$ cat config.mk
export PLATFORM = sky130hd
export DESIGN_NAME = pipelined_avg_tree
export DESIGN_NICKNAME = d
export VERILOG_FILES = /design/src/rtl/pipelined_avg_tree.sv
export SDC_FILE = /design/constraint.sdc
export NUM_CORES = 1
export LEC_CHECK = 0
export CAP_MARGIN = 20
export CORE_MARGIN = 2
export CORE_UTILIZATION = 57
export CTS_CLUSTER_SIZE = 12
export DETAILED_ROUTE_END_ITERATION = 12
export PLACE_DENSITY = 0.82
export SLEW_MARGIN = 10
export SYNTH_ARGS = -nofsm -noshare
export SYNTH_HDL_FRONTEND = slang
export SYNTH_SLANG_ARGS = --single-unit
$ cat constraint.sdc
create_clock -name i_clk -period 6.3 [get_ports i_clk]
set_input_delay 1.26 -clock i_clk [delete_from_list [all_inputs] [get_ports i_clk]]
set_output_delay 1.26 -clock i_clk [all_outputs]
set_load 0.005 [all_outputs]
$ cat src/rtl/pipelined_avg_tree.sv
// Pipelined N-input unsigned averager: registered adder tree, then one shift/round/saturate stage.
// All stages advance together under a single valid/ready stall signal.
module pipelined_avg_tree #(
    parameter int DATAWIDTH = 16,
    parameter int NUM_IN    = 8,
    parameter int SAW       = 8,
    localparam int LOG2N    = $clog2(NUM_IN),
    localparam int SUMW     = DATAWIDTH + LOG2N
) (
    input  logic                          i_clk,
    input  logic                          i_rst,
    input  logic                          i_in_valid,
    output logic                          o_in_ready,
    input  logic [NUM_IN*DATAWIDTH-1:0]   i_in_data,
    input  logic [SAW-1:0]                i_sa,
    input  logic                          i_mode,
    input  logic                          i_round_en,
    output logic                          o_out_valid,
    input  logic                          i_out_ready,
    output logic [DATAWIDTH-1:0]          o_avg,
    output logic [SUMW-1:0]               o_sum
);

    localparam logic [SUMW:0] ONE     = 1;
    localparam logic [SUMW:0] SAT_LIM = {{(SUMW+1-DATAWIDTH){1'b0}}, {DATAWIDTH{1'b1}}};

    logic                  r_out_valid;
    logic [DATAWIDTH-1:0]  r_avg;
    logic [SUMW-1:0]       r_sum;
    logic                  w_advance;
    logic                  w_accept;

    assign w_advance  = ~r_out_valid | i_out_ready;
    assign w_accept   = i_in_valid & w_advance;
    assign o_in_ready = w_advance;

    genvar gi, gk;
    generate
        for (gi = 0; gi <= LOG2N; gi++) begin : g_lvl
            localparam int W = DATAWIDTH + gi;
            localparam int N = NUM_IN >> gi;

            logic [W-1:0]   w_node [N];
            logic           w_vld;
            logic [SAW-1:0] w_sa;
            logic           w_mode;
            logic           w_round;

            if (gi == 0) begin : g_in
                assign w_vld   = w_accept;
                assign w_sa    = i_sa;
                assign w_mode  = i_mode;
                assign w_round = i_round_en;
                for (gk = 0; gk < N; gk++) begin : g_split
                    assign w_node[gk] = i_in_data[gk*DATAWIDTH +: DATAWIDTH];
                end
            end else begin : g_add
                logic           r_vld;
                logic [SAW-1:0] r_sa;
                logic           r_mode;
                logic           r_round;

                // Controls ride alongside the data so each vector keeps its own settings.
                always_ff @(posedge i_clk or posedge i_rst) begin
                    if (i_rst) begin
                        r_vld   <= 1'b0;
                        r_sa    <= '0;
                        r_mode  <= 1'b0;
                        r_round <= 1'b0;
                    end else if (w_advance) begin
                        r_vld <= g_lvl[gi-1].w_vld;
                        if (g_lvl[gi-1].w_vld) begin
                            r_sa    <= g_lvl[gi-1].w_sa;
                            r_mode  <= g_lvl[gi-1].w_mode;
                            r_round <= g_lvl[gi-1].w_round;
                        end
                    end
                end

                assign w_vld   = r_vld;
                assign w_sa    = r_sa;
                assign w_mode  = r_mode;
                assign w_round = r_round;

                for (gk = 0; gk < N; gk++) begin : g_pair
                    logic [W-1:0] r_node;

                    always_ff @(posedge i_clk) begin
                        if (w_advance && g_lvl[gi-1].w_vld) begin
                            r_node <= {1'b0, g_lvl[gi-1].w_node[2*gk]}
                                    + {1'b0, g_lvl[gi-1].w_node[2*gk+1]};
                        end
                    end

                    assign w_node[gk] = r_node;
                end
            end
        end
    endgenerate

    logic [SUMW-1:0]      w_tree_sum;
    logic [31:0]          w_s;
    logic [SUMW:0]        w_r;
    logic [SUMW:0]        w_q;
    logic [DATAWIDTH-1:0] w_avg;

    assign w_tree_sum = g_lvl[LOG2N].w_node[0];

    // Shift amounts beyond the sum width flush to zero and skip the rounding increment.
    always_comb begin
        w_s = g_lvl[LOG2N].w_mode ? 32'(g_lvl[LOG2N].w_sa) : 32'(LOG2N);
        w_r = {1'b0, w_tree_sum};
        if (g_lvl[LOG2N].w_round && (w_s != 32'd0) && (w_s <= 32'(SUMW))) begin
            w_r = {1'b0, w_tree_sum} + (ONE << (w_s - 32'd1));
        end
        w_q   = (w_s > 32'(SUMW)) ? '0 : (w_r >> w_s);
        w_avg = (w_q > SAT_LIM) ? '1 : w_q[DATAWIDTH-1:0];
    end

    always_ff @(posedge i_clk or posedge i_rst) begin
        if (i_rst) begin
            r_out_valid <= 1'b0;
            r_avg       <= '0;
            r_sum       <= '0;
        end else if (w_advance) begin
            r_out_valid <= g_lvl[LOG2N].w_vld;
            if (g_lvl[LOG2N].w_vld) begin
                r_avg <= w_avg;
                r_sum <= w_tree_sum;
            end
        end
    end

    assign o_out_valid = r_out_valid;
    assign o_avg       = r_avg;
    assign o_sum       = r_sum;

endmodule

==> flow_summary.toml, run 1 <==
[critical_path]
rr_startpoint = "g_lvl[3].g_add.r_mode"
path_cells = "inv_1, nor2_1, ha_1, inv_1, or3_1, a221oi_2, nand2b_1, nor3_1, ha_1, a21o_1, a2111oi_0, o21ai_1, a31oi_1, xnor2_1, a21bo_2, a32oi_2, o22ai_2, a221oi_4, buf_4, a2bb2oi_1"
critPathMaxStageDelay_ns = 0.68
cp_max_fo = 11
worstPathRequired_ns = 6.64
cp-start-kind = "register"
cp_slowest_cell = "a221oi_4"
startpoint = "g_lvl[3].g_add.r_mode"
crit_arrival_ns = 6.06
cp-end-kind = "register"
criticalPathCategory = "register to register"

[cts]
cts_buffers = 17
htree_levels = 4
post_cts_buffers = 0
cts-hold-fix-buffers = 0
root_buffer = "clkbuf_16"
cts_buffer_depth = 2
cts_sinks = 192
cts_resized = 0
clock_latency_ns = 0.45
tritoncts = "built"
clk_pin_slew_ns = 0.08

[die]
rows = 56
die_h_um = 159
core_area_mm2 = 0.0236
ios = 179
initial_core_util_pct = 58.3
fp.dieW_um = 159
die_area_mm2 = 0.0254

[status]
status = "finished, final reports clean"

[logic_synthesis]
synth-seq-cells = 192
synth_area_mm2 = 0.0138
ys_async_sr_fraction_pct = 35.9
synthFlopType = "edfxtp_1"
yosys_warnings = 0
syn_nets = 1728
synth_cell_types = 87
yosysSeqAreaShare_pct = 39.4
synth_edf_count = 123
postSynthAreaPerCell_um2 = 9.55
postSynthCellCount = 1441

[routing]
routed_wl_um = 32800
num_vias = 11400
initialDrtViolationCount = 781
drc = 0
avgViaCountPerCell = 5.86
ant_nets = 0
firstDrtPassIters = 5
wl_per_cell_um = 16.8

[power]
combPwrFrac_pct = 55.5
p_sw_mw = 3.27
power_frac_seq_pct = 30.2
power-per-cell-area_mw_per_mm2 = 459
switching_share_pct = 43.1
p_leak_nw = 6.86
p_clk_share_pct = 14.3
p_int_mw = 4.31
ir_drop_uv = 185

[sta]
tightest_slew_ns = 0.962
period_share_pct = 90.8
setup_ws_ns = 0.579
rsz0062_at_grt = "false"
fin_hold_ws_ns = 0.475
slew_headroom_pct = 35.8
final-setup-viol-count = 0
hold_viol_final = 0
drv_slew = 0
final.setup.tns_ns = 0
period_needed_ns = 5.72
clock_skew_ns = 0.0114
fmax_ghz = 0.175

[final_layout]
mostFrequentLayoutCells = "178 x clkdlybuf4s50_1, 152 x nand2_1, 143 x nor2_1"
syn_to_final_growth_pct = 19.9
final_nets = 1901
fillers = 1857
diodes = 0
multiInputGateArea_mm2 = 0.00781
drive_above_1_share_pct = 7.19
final_common_cell = "clkdlybuf4s50_1"
seq_area_mm2 = 0.00542

[global_routing]
grt-ovfl-total = 0
grt_first_pass_wirelength_um = 54300
grt_usage_pct = 26.3
grt_pass1_vias = 11300
grt_start_max_net_pins = 70
antenna_found_initial = 0

[place]
numPortBuffers = 178
place_ws_ns = 0.676
dp_hpwl_um = 25700
gp_congestion = 0.898

[hold_path]
min_path_type = "register to register"
min-delay-start = "o_sum[18]"

[job]
max-cap-violations = 0
[final cells by class]
| type | instances | area share [%] |
|---|---|---|
| clock buffer | 19 | 2.68 |
| inverter | 91 | 2.07 |
| sequential | 192 | 32.9 |
| multi-input combinational | 1113 | 47.4 |
| timing repair buffer | 199 | 11.8 |
| clock inverter | 13 | 0.864 |
| tap | 319 | 2.42 |
[through the flow]
step	cells	utilization (%)	instance area (µm²)	power, mW
after floorplan	1441	-	13800	5.15
after global placement	1914	67.4	15900	6.32
after detailed placement	1914	67.4	15900	6.44
final	1946	69.9	16500	7.58
after global routing	1946	69.9	16500	8.14
after CTS	1946	69.9	16500	7.55
[routing by layer]
metal  vias up  GRT usage [%]  routed length [µm]
met5         -              0                   0
met4         0           9.63                 922
met3        74           5.00                1790
met2       373           45.2               15900
met1      5350           33.1               14100
li1       5607              -                   -
[worst paths after layout]
kind,slack [ns],endpoint,cells past startpoint
max in group asynchronous,4.35,g_lvl[3].g_add.r_sa[5],3
min in group asynchronous,1.40,o_avg[15],3
max,0.58,o_avg[14],20
min reg2reg,0.47,o_sum[18],2
max reg2reg,0.58,o_avg[14],20
min,0.47,o_sum[18],2
[logic make-up (layout without fill, tap and decap cells)]
family                     Yosys count  in the layout  synth area share (%)
buffers and inverters              136            322                  3.87
and+or+nand+nor                    481            481                  16.2
adders and majority gates          145            145                  13.6
AOI/OAI and AO/OA                  359            359                  18.0
DFF                                192            192                  39.4
muxes                               40             40                  3.26
xor gates and xnor gates            88             88                  5.60
[synth_stat cells (all sizes together), types with 8 or more instances]
cell type | number | area share, %
o211ai | 12 | 0.65
nor2b | 19 | 0.86
a21o | 19 | 1.0
dfrtp | 69 | 13
edfxtp | 123 | 27
xnor2 | 74 | 4.7
nand2b | 13 | 0.59
a211oi | 8 | 0.44
nor3 | 59 | 2.1
o21a | 12 | 0.65
and3 | 10 | 0.45
fa | 8 | 1.2
a21boi | 26 | 1.4
a211o | 14 | 0.89
ha | 137 | 12
mux2i | 11 | 0.80
o31a | 8 | 0.51
and2 | 10 | 0.45
a21oi | 76 | 3.0
buf | 12 | 0.49
a31oi | 11 | 0.61
nor4 | 11 | 0.72
or3 | 9 | 0.42
inv | 90 | 2.5
o31ai | 11 | 0.64
nand2 | 153 | 4.2
xor2 | 14 | 0.89
nand3 | 30 | 1.1
o21ai | 92 | 3.3
clkbuf | 33 | 0.90
mux2 | 28 | 2.3
nor2 | 143 | 3.9
[worst max-delay path: cells and delay by family (launching register included)]
kind	cells	cell delay [ns]
flops	1	0.34
xor+xnor	1	0.15
simple gates	4	1.02
compound gates	10	3.04
buf+inv	3	0.45
fa+ha+maj	2	0.60
[flip-flops by register name, summed over array words and instances (netlist names)]
signal and cells:
g_lvl.g_add.g_pair.r_node 123, o_avg 16, o_sum 19, g_lvl.g_add.r_round 3
g_lvl.g_add.r_sa 24, g_lvl.g_add.r_vld 3, g_lvl.g_add.r_mode 3, o_out_valid 1
[power by group through the flow]
stage	clock, mW	sequential, mW	combinational, mW
6_report	1.08	2.29	4.21
5_1_grt	1.15	2.34	4.66
4_1_cts	1.09	2.28	4.17
3_5_place_dp	0	2.31	4.13
3_3_place_gp	0	2.29	4.03
2_1_floorplan	0	2.16	2.99
Note: power is estimated with default switching activity, not from simulation.
==> inputs of run 2 (changes only) <==
--- a/config.mk
+++ b/config.mk
@@ -11,6 +11,7 @@
 export CTS_CLUSTER_SIZE = 12
 export DETAILED_ROUTE_END_ITERATION = 12
 export PLACE_DENSITY = 0.82
+export REMOVE_ABC_BUFFERS = 1
 export SLEW_MARGIN = 10
 export SYNTH_ARGS = -nofsm -noshare
 export SYNTH_HDL_FRONTEND = slang
==> run 2 against run 1 <==
  * Cell count down 0.15%
  * Core utilization decreased by 0.17 points
  * Design area decreased by 0.25%
  * Count of clock-buffer cells in the layout is 2 lower
  * Critical path type unchanged
  * Largest cell class unchanged
  * Highest routed layer unchanged
==> flow_summary.toml, run 2 (synthesized netlist as in run 1, its figures left out) <==
[power]
power-per-cell-area_mw_per_mm2 = 458
ir_drop_uv = 217
p_leak_nw = 6.84
finalPower_mw = 7.54

[die]
fp.dieW_um = 159
rows = 56
die_h_um = 159
ios = 179
die_area_mm2 = 0.0254
initial_core_util_pct = 58.3
core_area_mm2 = 0.0236

[cts]
post_cts_buffers = 0
htree_levels = 4
tritoncts = "built"
cts_buffers = 17
cts_resized = 0
clock_latency_ns = 0.44
cts-hold-fix-buffers = 0
cts_buffer_depth = 2
clk_pin_slew_ns = 0.08
root_buffer = "clkbuf_16"
cts_sinks = 192

[sta]
final.setup.tns_ns = 0
drv_slew = 0
hold_viol_final = 0
clock_skew_ns = 0.00910
period_share_pct = 89.3
rsz0062_at_grt = "false"
slew_headroom_pct = 32.0
fmax_ghz = 0.178
tightest_slew_ns = 1.02
period_needed_ns = 5.63
final-setup-viol-count = 0

[routing]
drc = 0
routed_wl_um = 32600
ant_nets = 0
num_vias = 11300
wl_per_cell_um = 16.8
avgViaCountPerCell = 5.82
firstDrtPassIters = 5
initialDrtViolationCount = 742

[job]
max-cap-violations = 0

[status]
status = "finished, final reports clean"

[critical_path]
criticalPathCategory = "register to register"
cp.buffers_inverters = 3
cp-start-kind = "register"
cp-end-kind = "register"
crit_arrival_ns = 5.93
path_cells = "inv_1, nor2_1, ha_1, inv_1, or3_1, a221oi_2, nand2b_1, nor3_1, ha_1, a21oi_1, and2b_1, nor4_4, o31ai_2, o32ai_2, mux2i_1, or3_1, a32oi_2, o22ai_2, a221oi_4, buf_4, a41oi_1"
cp_max_fo = 16
worstPathRequired_ns = 6.61
cp_slowest_cell = "a221oi_2"
critPathMaxStageDelay_ns = 0.40
cp_top_family = "simple AND/OR/NAND/NOR gates"

[final_layout]
syn_to_final_growth_pct = 19.6
final_common_cell = "clkdlybuf4s50_1"
largest_reg_flops = 123
largest_register = "g_lvl.g_add.g_pair.r_node"
fillers = 1816
diodes = 0
drive_above_1_share_pct = 7.14
mostFrequentLayoutCells = "178 x clkdlybuf4s50_1, 152 x nand2_1, 143 x nor2_1"
final_nets = 1898

[hold_path]
min_path_type = "register to register"

[global_routing]
antenna_found_initial = 0
grt_pass1_vias = 11200
grt_first_pass_wirelength_um = 53600
grt_start_max_net_pins = 70
grt_usage_pct = 25.9
grt-ovfl-total = 0

[place]
dp_hpwl_um = 25200
numPortBuffers = 178
gp_congestion = 0.937
-- run 2: routing by layer --
metal / GRT usage, % / up-vias / wire length, µm
met5: 0 / - / 0
met4: 9.30 / 0 / 832
met3: 4.19 / 58 / 1810
met2: 44.8 / 361 / 15600
met1: 32.9 / 5315 / 14300
li1: - / 5580 / -
-- run 2: through the flow --
stage	worst slack (ns)	cells	area, µm²	util [%]	hold WS (ns)
after floorplan	-0.151	1396	13600	-	0.433
after global placement	0.920	1911	15900	67.3	0.456
after detailed placement	0.724	1911	15900	67.3	0.467
after CTS	0.680	1943	16500	69.7	0.484
after global routing	0.271	1943	16500	69.7	0.501
final	0.673	1943	16500	69.7	0.478
-- run 2: final cells by class --
type	instances	area (µm²)	share of cell area, %
multi-input cells	1113	7810	47.5
clock inverters	15	141	0.859
repair buffers	196	1920	11.6
well taps	319	399	2.43
clock buffers	17	425	2.58
inverters	91	342	2.08
flip-flops and latches	192	5420	32.9
-- run 2: report_power, final --
part / switching (mW) / total, mW / internal, mW
combinational: 2.44 / 4.22 / 1.77
sequential: 0.315 / 2.27 / 1.95
clock: 0.524 / 1.05 / 0.527
total: 3.28 / 7.54 / 4.25
-- run 2: path summary, 6_finish.rpt --
kind | end | start | cells past startpoint | slack (ns)
setup / recovery | o_avg[2] | g_lvl[3].g_add.r_mode | 21 | 0.67
hold / removal | o_sum[1] | o_sum[1] | 2 | 0.48
setup reg to reg | o_avg[2] | g_lvl[3].g_add.r_mode | 21 | 0.67
hold reg to reg | o_sum[1] | o_sum[1] | 2 | 0.48
max in group asynchronous | o_sum[14] | i_rst | 3 | 4.31
min in group asynchronous | g_lvl[1].g_add.r_sa[5] | i_rst | 3 | 1.41
-- run 2: worst min-delay path: stages, from the launching register on --
cell	delay [ns]
dfrtp_1	0.35
nand2_1	0.05
nand2_1	0.05
==> inputs of run 3 (changes only) <==
==> constraint.sdc (replaced) <==
create_clock -name i_clk -period 6.4 [get_ports i_clk]
set_input_delay 1.28 -clock i_clk [delete_from_list [all_inputs] [get_ports i_clk]]
set_output_delay 1.28 -clock i_clk [all_outputs]
set_load 0.005 [all_outputs]
==> run 3 against run 2 <==
  * Critical path type unchanged
  * Count of clock-buffer cells in the layout did not move
  * Clock power rose by 6%
  * Flip-flop and latch count did not move
  * Largest cell class unchanged
==> flow_summary.toml, run 3 (synthesized netlist as in run 1, its figures left out) <==
[die]
ios = 179
die_h_um = 159
fp.dieW_um = 159
rows = 56
initial_core_util_pct = 58.3
core_area_mm2 = 0.0236
die_area_mm2 = 0.0254

[cts]
clk_pin_slew_ns = 0.08
cts_sinks = 192
clock_latency_ns = 0.45
cts_buffers = 17
post_cts_buffers = 0
root_buffer = "clkbuf_16"
cts-hold-fix-buffers = 0
tritoncts = "built"
cts_resized = 0
htree_levels = 4
cts_buffer_depth = 2

[critical_path]
worstPathRequired_ns = 6.72
crit_arrival_ns = 6.11
criticalPathCategory = "register to register"
cp-end-kind = "register"
cp-start-kind = "register"
r2r_slack_ns = 0.61
rr_startpoint = "g_lvl[3].g_add.r_mode"
cp_max_fo = 12
reg2reg_depth = 21
rr_endpoint = "o_avg[9]"

[hold_path]
min-delay-start = "o_sum[0]"
hold_depth = 2
holdPathEnd = "o_sum[0]"
min_path_type = "register to register"

[sta]
final-setup-viol-count = 0
slew_headroom_pct = 36.4
period_share_pct = 90.5
period_needed_ns = 5.79
hold_viol_final = 0
final.setup.tns_ns = 0
rsz0062_at_grt = "false"
drv_slew = 0
fmax_ghz = 0.173
tightest_slew_ns = 0.951
clock_skew_ns = 0.0116

[final_layout]
fillers = 1788
mostFrequentLayoutCells = "178 x clkdlybuf4s50_1, 152 x nand2_1, 143 x nor2_1"
final_common_cell = "clkdlybuf4s50_1"
drive_above_1_share_pct = 6.97
largest_reg_flops = 123
largest_register = "g_lvl.g_add.g_pair.r_node"
final_nets = 1895
seq_area_mm2 = 0.00542
multiInputGateArea_mm2 = 0.00781
diodes = 0
syn_to_final_growth_pct = 19.8
post-route-cell-area_mm2 = 0.0165

[place]
gp_congestion = 0.926
numPortBuffers = 178
placed_cell_area_mm2 = 0.0159
dp_hpwl_um = 24400

[global_routing]
grt_usage_pct = 24.9
antenna_found_initial = 1
grt_pass1_vias = 10900
grt_start_max_net_pins = 70
grt-ovfl-total = 0
grt_first_pass_wirelength_um = 51800

[power]
p_leak_nw = 6.83
ir_drop_uv = 201
power-per-cell-area_mw_per_mm2 = 450
finalPower_mw = 7.42

[job]
max-cap-violations = 0

[routing]
initialDrtViolationCount = 683
wl_per_cell_um = 16.1
avgViaCountPerCell = 5.78
ant_nets = 0
routed_wl_um = 31200
firstDrtPassIters = 5
num_vias = 11200
drc = 0

[status]
status = "finished, final reports clean"
run 3: routing by layer:
metal  GRT usage, %  vias up  wire length [µm]
li1               -     5584                 -
met1           32.7     5239             14000
met2           42.1      340             14800
met3           4.09       54              1560
met4           8.31        0               863
met5              0        -                 0
run 3: worst max path at each step:
stage | end | slack, ns | start
after CTS | o_avg[9] | 0.63 | g_lvl[3].g_add.r_mode
after global placement | o_avg[9] | 0.82 | g_lvl[3].g_add.r_mode
after floorplan | o_avg[2] | -0.05 | g_lvl[3].g_add.r_mode
after global routing | o_avg[9] | 0.14 | g_lvl[3].g_add.r_mode
after detailed placement | o_avg[9] | 0.73 | g_lvl[3].g_add.r_mode
final | o_avg[9] | 0.61 | g_lvl[3].g_add.r_mode
run 3: per-stage QoR:
stage / setup WS [ns] / hold slack (ns) / instances / utilization, %
6_report: 0.610 / 0.473 / 1940 / 69.8
5_1_grt: 0.143 / 0.507 / 1940 / 69.8
4_1_cts: 0.635 / 0.479 / 1940 / 69.8
3_5_place_dp: 0.730 / 0.462 / 1908 / 67.2
3_3_place_gp: 0.821 / 0.446 / 1908 / 67.2
2_1_floorplan: -0.0511 / 0.433 / 1396 / -
run 3: report_power, final:
| group | internal [mW] | switching (mW) | total (mW) |
|---|---|---|---|
| combinational | 1.73 | 2.36 | 4.09 |
| sequential | 1.92 | 0.298 | 2.22 |
| clock | 0.596 | 0.511 | 1.11 |
run 3: area by class of cell:
cell class / instances / share of cell area, %
clock buffer: 17 / 2.58
inverter: 91 / 2.07
clock inverter: 15 / 1.15
tap: 319 / 2.42
multi-input combinational: 1113 / 47.4
sequential: 192 / 32.9
timing repair buffer: 193 / 11.5
run 3: worst max-delay path, stage by stage (launching register included):
cell	delay, ns
dfrtp_1	0.34
inv_1	0.18
nor2_1	0.20
ha_1	0.23
inv_1	0.09
or3_1	0.38
a221oi_2	0.34
nand2b_1	0.26
nor3_1	0.23
ha_1	0.31
a21oi_1	0.15
and2b_1	0.25
nor4_4	0.23
o31ai_2	0.16
o32ai_2	0.32
mux2i_1	0.19
or3_1	0.35
a32oi_2	0.34
o22ai_2	0.14
a221oi_4	0.58
buf_4	0.28
o22ai_1	0.10
